<file path="src/rtl/ram_arbiter.sv">
// Two-master arbiter in front of a single-port registered-read RAM, with locked
// ownership bounded by MAX_HOLD. Define RAM_ARB_RR_EN for round-robin priority.

module ram_arb_lane #(
  parameter int DATA_WIDTH = 32
) (
  input  logic                  i_clk,
  input  logic                  i_rst_n,
  input  logic                  i_rd,
  input  logic [DATA_WIDTH-1:0] i_ram_data,
  output logic                  o_rvalid,
  output logic [DATA_WIDTH-1:0] o_rdata
);
  logic [DATA_WIDTH-1:0] last;

  always_ff @(posedge i_clk or negedge i_rst_n) begin
    if (!i_rst_n) begin
      o_rvalid <= 1'b0;
      last     <= '0;
    end else begin
      o_rvalid <= i_rd;
      if (o_rvalid) last <= i_ram_data;
    end
  end

  // RAM output is live in the cycle after the read; keep it once rvalid drops.
  assign o_rdata = o_rvalid ? i_ram_data : last;
endmodule

module ram_arbiter #(
  parameter int DATA_WIDTH = 32,
  parameter int ADDR_WIDTH = 8,
  parameter int MAX_HOLD   = 8
) (
  input  logic                  i_clk,
  input  logic                  i_rst_n,
  input  logic                  i_m0_req,
  input  logic                  i_m0_we,
  input  logic                  i_m0_lock,
  input  logic [ADDR_WIDTH-1:0] i_m0_addr,
  input  logic [DATA_WIDTH-1:0] i_m0_wdata,
  output logic                  o_m0_gnt,
  output logic                  o_m0_rvalid,
  output logic [DATA_WIDTH-1:0] o_m0_rdata,
  input  logic                  i_m1_req,
  input  logic                  i_m1_we,
  input  logic                  i_m1_lock,
  input  logic [ADDR_WIDTH-1:0] i_m1_addr,
  input  logic [DATA_WIDTH-1:0] i_m1_wdata,
  output logic                  o_m1_gnt,
  output logic                  o_m1_rvalid,
  output logic [DATA_WIDTH-1:0] o_m1_rdata,
  output logic                  o_ram_we,
  output logic                  o_ram_oe,
  output logic [ADDR_WIDTH-1:0] o_ram_addr,
  output logic [DATA_WIDTH-1:0] o_ram_data,
  input  logic [DATA_WIDTH-1:0] i_ram_data
);
  localparam int HW = $clog2(MAX_HOLD + 1);

  typedef enum logic {S_OPEN, S_LOCKED} state_t;

  logic [1:0]                 req, we, lock, gnt, rd, rvalid;
  logic [1:0][ADDR_WIDTH-1:0] addr;
  logic [1:0][DATA_WIDTH-1:0] wdata, rdata;

  state_t        state, nstate;
  logic          owner, nowner, favor, nfavor, win, other;
  logic [HW-1:0] hold_cnt, nhold;

  assign req   = {i_m1_req, i_m0_req};
  assign we    = {i_m1_we, i_m0_we};
  assign lock  = {i_m1_lock, i_m0_lock};
  assign addr  = {i_m1_addr, i_m0_addr};
  assign wdata = {i_m1_wdata, i_m0_wdata};
  assign other = ~owner;

  always_ff @(posedge i_clk or negedge i_rst_n) begin
    if (!i_rst_n) begin
      state    <= S_OPEN;
      owner    <= 1'b0;
      favor    <= 1'b0;
      hold_cnt <= '0;
    end else begin
      state    <= nstate;
      owner    <= nowner;
      favor    <= nfavor;
      hold_cnt <= nhold;
    end
  end

  always_comb begin
    gnt    = '0;
    win    = 1'b0;
    nstate = state;
    nowner = owner;
    nfavor = favor;
    nhold  = hold_cnt;
    case (state)
      S_OPEN: begin
        if (req != 2'b00) begin
          win      = (req == 2'b11) ? favor : req[1];
          gnt[win] = 1'b1;
`ifdef RAM_ARB_RR_EN
          nfavor   = ~win;
`else
          nfavor   = 1'b0;
`endif
          if (lock[win]) begin
            nstate = S_LOCKED;
            nowner = win;
            nhold  = HW'(1);
          end
        end
      end
      S_LOCKED: begin
        // Forced release spends one idle cycle, then OPEN favours the waiter.
        if (hold_cnt == HW'(MAX_HOLD) && req[other]) begin
          nstate = S_OPEN;
          nhold  = '0;
          nfavor = other;
        end else if (req[owner]) begin
          win        = owner;
          gnt[owner] = 1'b1;
          if (!lock[owner]) begin
            nstate = S_OPEN;
            nhold  = '0;
          end else if (req[other] && hold_cnt < HW'(MAX_HOLD)) begin
            nhold = hold_cnt + HW'(1);
          end
        end
      end
      default: nstate = S_OPEN;
    endcase
    if (!i_rst_n) gnt = '0;
  end

  assign o_ram_we   = (|gnt) & we[win];
  assign o_ram_oe   = (|gnt) & ~we[win];
  assign o_ram_addr = addr[win];
  assign o_ram_data = wdata[win];
  assign rd         = gnt & ~we;

  for (genvar k = 0; k < 2; k++) begin : g_lane
    ram_arb_lane #(.DATA_WIDTH(DATA_WIDTH)) u_lane (
      .i_clk      (i_clk),
      .i_rst_n    (i_rst_n),
      .i_rd       (rd[k]),
      .i_ram_data (i_ram_data),
      .o_rvalid   (rvalid[k]),
      .o_rdata    (rdata[k])
    );
  end

  assign o_m0_gnt    = gnt[0];
  assign o_m1_gnt    = gnt[1];
  assign o_m0_rvalid = rvalid[0];
  assign o_m1_rvalid = rvalid[1];
  assign o_m0_rdata  = rdata[0];
  assign o_m1_rdata  = rdata[1];
endmodule

</file>
<file path="config.mk">
export PLATFORM = sky130hd
export DESIGN_NAME = ram_arbiter
export DESIGN_NICKNAME = d
export VERILOG_FILES = /design/src/rtl/ram_arbiter.sv
export SDC_FILE = /design/constraint.sdc
export NUM_CORES = 1
export LEC_CHECK = 0
export BUFFER_PORTS_ARGS = -buffer_cell sky130_fd_sc_hd__buf_2
export CELL_PAD_IN_SITES_DETAIL_PLACEMENT = 2
export CELL_PAD_IN_SITES_GLOBAL_PLACEMENT = 2
export CORE_UTILIZATION = 23
export DETAILED_ROUTE_END_ITERATION = 16
export MAX_ROUTING_LAYER = met4
export PLACE_DENSITY_LB_ADDON = 0.1
export SYNTH_ARGS = -nofsm -noshare
export SYNTH_HDL_FRONTEND = slang
export SYNTH_SLANG_ARGS = --single-unit
</file>
<file path="constraint.sdc">
create_clock -name i_clk -period 1.84 [get_ports i_clk]
set_clock_uncertainty 0.1 [all_clocks]
set_input_delay 0.092 -clock i_clk [delete_from_list [all_inputs] [get_ports i_clk]]
set_output_delay 0.092 -clock i_clk [all_outputs]
set_load 0.03 [all_outputs]
</file>
# Word-level counts from Yosys, hierarchy flattened

Cells that the tools add are included.

$add $sub $neg: 1
$lt $le $gt $ge: 7
Eq/ne operators: 7
Mux-type cells: 46
Bitwise logic cells: 7
Reduce and logical (&&, ||, !) cells: 9

Operator list:

| cell                  | number |
|---|---|
| $mux W32              | 4 |
| $mux W4               | 6 |
| $mux W1               | 23 |
| $mux W8               | 2 |
| $lt A1 B2 Y1 const B  | 4 |
| $mux W2               | 4 |
| $pmux W4 S2           | 1 |
| $pmux W1 S2           | 3 |
| $add A4 B1 Y4 const B | 1 |
| $eq A4 B4 Y1 const B  | 1 |
| $logic_and A1 B1 Y1   | 4 |
| $lt A4 B4 Y1 const B  | 1 |
| $ne A2 B2 Y1 const B  | 2 |
| $ne A4 B3 Y1 const B  | 1 |
| $pmux W2 S2           | 1 |
| $reduce_and A4 Y1     | 1 |
| $ne A3 B1 Y1 const B  | 1 |
| $not A1 Y1            | 3 |
| $reduce_and A3 Y1     | 1 |
| $and A1 B1 Y1         | 2 |
| $and A2 B2 Y2         | 1 |
| $demux W1 S1          | 2 |
| $eq A2 B2 Y1 const B  | 1 |
| $ge A1 B1 Y1 const B  | 2 |
| 5 further kinds       | 5 |

Bits in registers: 73
Input bits: 120

# Logic depth before layout (Yosys ltp)

Word-level depth: 11
Mapped depth: 8
Depth with buffers taken out: 6

# By module

A second synthesis with hierarchy kept.

Cell total of the unflattened synthesis: 251
Area total of the unflattened synthesis: 3875.0 µm²

By module, submodules not included:

| module       | times used | cells an instance | area each (µm²) | seq. area each (µm²) |
|---|---|---|---|---|
| ram_arb_lane | 2          | 69                | 1370.1          | 825.8 |
| ram_arbiter  | 1          | 113               | 1134.8          | 175.2 |

# Worst setup path before layout

OpenSTA, ideal clock, no wires.

Path type: reg-to-output
From: register hold_cnt[0]
To: output o_ram_we
Data arrival time: 1.906 ns
Path slack: -0.258 ns
Cell stages (with the launch flop): 8
Cells stage by stage: dfrtp_1 > inv_1 > ha_1 > and3b_1 > buf_2 > a2111o_1 > nand2_1 > o2bb2ai_1

Word-level cells in the longest chain between the ends: 7
Elaborated cells between the ends (all ways): 11
Classes of those cells: eq/ne (1); mux (7); bitwise (1); reduce/logical (2)

Ends and longest elaborated chain:

| what                   | line | source |
|---|---|---|
| from (decl)            | 69   | `logic [HW-1:0] hold_cnt, nhold;` |
| from (signal assigned) | 88   | `hold_cnt <= nhold;` |
| $eq A4 B4 Y1           | 118  | `if (hold_cnt == HW'(MAX_HOLD) && req[other]) begin` |
| $logic_and A1 B1 Y1    | 118  |  |
| $mux W2                | 118  |  |
| $pmux W2 S2            | 99   | `case (state)` |
| $mux W2                | 135  | `if (!i_rst_n) gnt = '0;` |
| named net o_m0_gnt     | 42   | `output logic o_m0_gnt,` |
| $reduce_or A2 Y1       | 138  | `assign o_ram_we = (\|gnt) & we[win];` |
| $and A1 B1 Y1          | 138  |  |
| to (decl)              | 53   | `output logic o_ram_we,` |

The timed path passes the listed nets, and every way through them passes these cells. The select of a mux whose other input is x is not followed.

# Worst setup path after layout

From: register hold_cnt[0]
To: output o_ram_data[1]

Word-level cells in the longest chain between the ends: 6

Ends and longest elaborated chain:

| what                                        | line | source |
|---|---|---|
| $eq A4 B4 Y1                                | 118  |  |
| $logic_and A1 B1 Y1                         | 118  |  |
| $mux W1                                     | 118  |  |
| $pmux W1 S2                                 | 99   |  |
| $mux W32 (implied by the code) (2 in a row) | 141  | `assign o_ram_data = wdata[win];` |
| to (decl)                                   | 56   | `output logic [DATA_WIDTH-1:0] o_ram_data,` |

No other way between the ends. The select of a mux whose other input is x is not followed.

==> metrics.md <==
| Metric | Value |
|---|---|
| Setup TNS | `-20.96 ns` |
| PD cells | `1700 mW/mm2` |
| Sink Count | `73` |
| DR pass1 iterations | `4` |
| Max Transition Viols Final | `0` |
| Worst EP required | `1.65 ns` |
| Arrival @ worst endpoint | `2.17 ns` |
| Core Util, Final | `42.0%` |
| Largest cells by area after synthesis | `dfrtp_1 50%, mux2_2 21%, mux2_4 15%, nand2_1 1.5%, buf_6 1.2%` |
| Starting Density | `23.8%` |
| Post-route insts no fill | `769` |
| Clk buf depth | `2` |
| Drt total wl | `14500 um` |
| CTS tree | `yes` |
| Largest net degree at the start of global routing | `61` |
| Clock buffer count from CTS | `9` |
| Synth warn | `0` |
| Slew at the pin with the worst max-slew slack | `0.790 ns` |
| DR WL met3 | `573 um` |
| Total power | `10.9 mW` |
| Root Buffer | `clkbuf_16` |
| Total track usage | `17.9%` |
| Fin crit period | `2.36 ns` |
| Die Height | `128 um` |
| Inst Count DP | `708` |
| Worst setup margin | `-0.518 ns` |
| Reg2Reg Depth | `5` |
| Die area | `0.0163 mm2` |
| Htree depth | `3` |
| Die W | `128 um` |
| R2R Path End | `hold_cnt[0]$_DFFE_PN0P_` |
| # IOs | `230` |
| Final Hold Viols | `0` |
| Fin nets | `676` |
| Seq/Total Area, Yosys | `50.2%` |
| Syn Area/Cell | `14.0 um2` |
| First-pass GRT wire length | `21300 um` |
| Uppermost layer routed | `met4` |
| Post-synth top area share | `50.2%` |
| Synth Net Count | `382` |
| Max IR drop VDD | `0.542 mV` |
| Failing checks | `setup timing` |
| Most used DFF post-synth | `dfrtp_1` |
| Final HPWL DP | `10700 um` |
| WL met2 | `8070 um` |
| Cell Area, Placed | `0.00524 mm2` |
| Startpoint Class | `register` |
| FMAX | `424 MHz` |
| Cell taking the most area after synthesis | `dfrtp_1` |
| WHS Endpoint | `owner$_DFFE_PN0P_` |
| Final ANT Viol Nets | `0` |
| RSZ-0062 raised after global routing | `yes` |
| Mapped cell area | `0.00364 mm2` |
| Core Region | `0.0153 mm2` |
| Netlist cell types | `31` |
| Iter 0 DRT Violations | `94` |
| Setup crit end kind | `output pin` |
| Synth Register Bits | `73` |
| R2R setup slack | `0.03 ns` |
| Routed metal-1 wirelength | `5670 um` |
| Drt via density | `4.24` |
| Via Count | `3262` |
| Final Cell Area | `0.00643 mm2` |
| GP Congestion | `0.798` |
| Number of antenna diodes | `0` |
| Antenna violations before repair | `0` |
| Grt ovf | `0` |
| Drt drc | `0` |
| Number of synthesized flops with an enable pin | `0` |
| Maximum capacitance violations | `0` |
| WS Path Type | `register to output pin` |
| CP max FO | `6` |
| Hold Path Depth | `3` |
| Clk_lat worst skew | `0.33 ns` |
| Reg2reg start | `owner$_DFFE_PN0P_` |
| Leakage | `3.21 nW` |
| Max_slew headroom | `47.3%` |
| Tcrit/Tclk final | `128%` |
| Routed length per instance | `18.8 um` |
| Final setup vio count | `44` |
| Status | `complete, but fails checks` |
| Syn Inst Count | `260` |
| FFs w/ async S/R, synth | `100%` |
| Number of port buffers | `229` |
| Filler instances | `1618` |
| CTS clk-pin slew, worst paths | `0.06 ns` |
| Hold_sp | `i_m1_lock` |
| Rows | `45` |
| Syn-to-layout area delta | `76.6%` |
| Hold Crit Class | `primary input to register` |
| Vias in the first global route | `3760` |
| Share of post-route cells with drive strength above 1 | `71.5%` |
per-layer routing:
layer	global-route usage (%)	up-vias
li1	-	1517
met1	19.6	1662
met2	33.0	71
met3	4.13	12
met4	3.74	0
met5	-	-
Yosys cell counts (all sizes together) (2+ instances only):
cell and number:
mux2 105, o2bb2ai 2, ha 2, nand2b 2, clkbuf 4, nor2b 2, o21ai 5, a21oi 7
buf 13, nand4 2, a32oi 3, inv 4, and3 2, dfrtp 73, nand2 15, nor2 7
kinds of logic (layout without fill, tap and decap cells):
| logic type | after synthesis | count (layout) | synth area share (%) |
|---|---|---|---|
| multiplexers | 106 | 106 | 36.4 |
| flip-flops | 73 | 73 | 50.2 |
| AND/OR/NAND/NOR | 34 | 34 | 4.60 |
| AO/OA/AOI/OAI | 24 | 24 | 5.02 |
| buffers and inverters | 21 | 319 | 3.09 |
| adder cells (fa/ha/maj) | 2 | 2 | 0.687 |
layout make-up:
class	count	area, um2	area share [%]
Multi-Input combinational cell	166	1780	27.7
Clock inverter	4	98.8	1.54
Inverter	4	15.0	0.233
Timing Repair Buffer	300	2190	34.1
Sequential cell	73	1830	28.4
Clock buffer	11	253	3.93
Tap cell	211	264	4.10
flip-flops by register name, summed over array words and instances, names as in the netlist:
name,flops
favor,1
state,1
g_lane.u_lane.o_rvalid,2
hold_cnt,4
owner,1
g_lane.u_lane.last,64
stage by stage:
stage / setup slack (ns) / hold WS, ns
CTS: -0.511 / 0.0315
floorplan: -0.00949 / -0.304
finish: -0.518 / 0.0310
global route: -0.591 / 0.0477
detailed placement: -0.203 / 0.00535
global placement: -0.178 / -0.00163
where the power goes:
part / switching [mW] / leakage (nW) / internal, mW / total, mW
logic: 3.67 / 2.16 / 2.61 / 6.28
clock network: 0.667 / 0.172 / 1.40 / 2.06
registers: 0.232 / 0.877 / 2.36 / 2.59
total: 4.57 / 3.21 / 6.37 / 10.9
critical path, stage by stage, from the launching register on:
cell and delay [ns]:
dfrtp_1 0.34, inv_1 0.05, ha_2 0.17, and3b_2 0.23, nand3_4 0.07, o2111ai_4 0.16
buf_12 0.20, buf_12 0.14, mux2_4 0.33, buf_6 0.15
worst max path at each step:
stage,from,to,depth (start not counted)
detailed placement,hold_cnt[0]$_DFFE_PN0P_,o_ram_addr[7],8
global placement,hold_cnt[1]$_DFFE_PN0P_,o_ram_addr[7],8
CTS,hold_cnt[0]$_DFFE_PN0P_,o_ram_data[1],9
global route,hold_cnt[0]$_DFFE_PN0P_,o_ram_data[1],9
floorplan,hold_cnt[1]$_DFFE_PN0P_,o_ram_data[25],8
finish,hold_cnt[0]$_DFFE_PN0P_,o_ram_data[1],9
layout by cell type (no fill, tap or decap), types with 2 or more instances in the layout:
cell,count
a21oi_1,5
a21oi_2,2
a32oi_1,3
and3_1,2
buf_12,5
buf_16,2
buf_2,187
buf_4,23
buf_6,45
buf_8,2
bufinv_16,3
clkbuf_16,11
clkbuf_8,2
dfrtp_1,71
dfrtp_2,2
dlygate4sd3_1,34
inv_1,4
mux2_2,65
mux2_4,40
nand2_1,14
nand2b_1,2
nand4_1,2
nor2_1,6
nor2b_1,2
o21ai_0,5
repair_timing:
action | CTS | global route
buffers inserted | 5 | 3
endpoints found under the setup margin | 45 | 75
gates cloned | 3 | 2
pin swaps | 3 | 1
endpoints found under the hold margin | 138 | 0
hold buffers | 34 | 0
gates resized for setup | 99 | 5
Power figures use the tool's default switching activity.
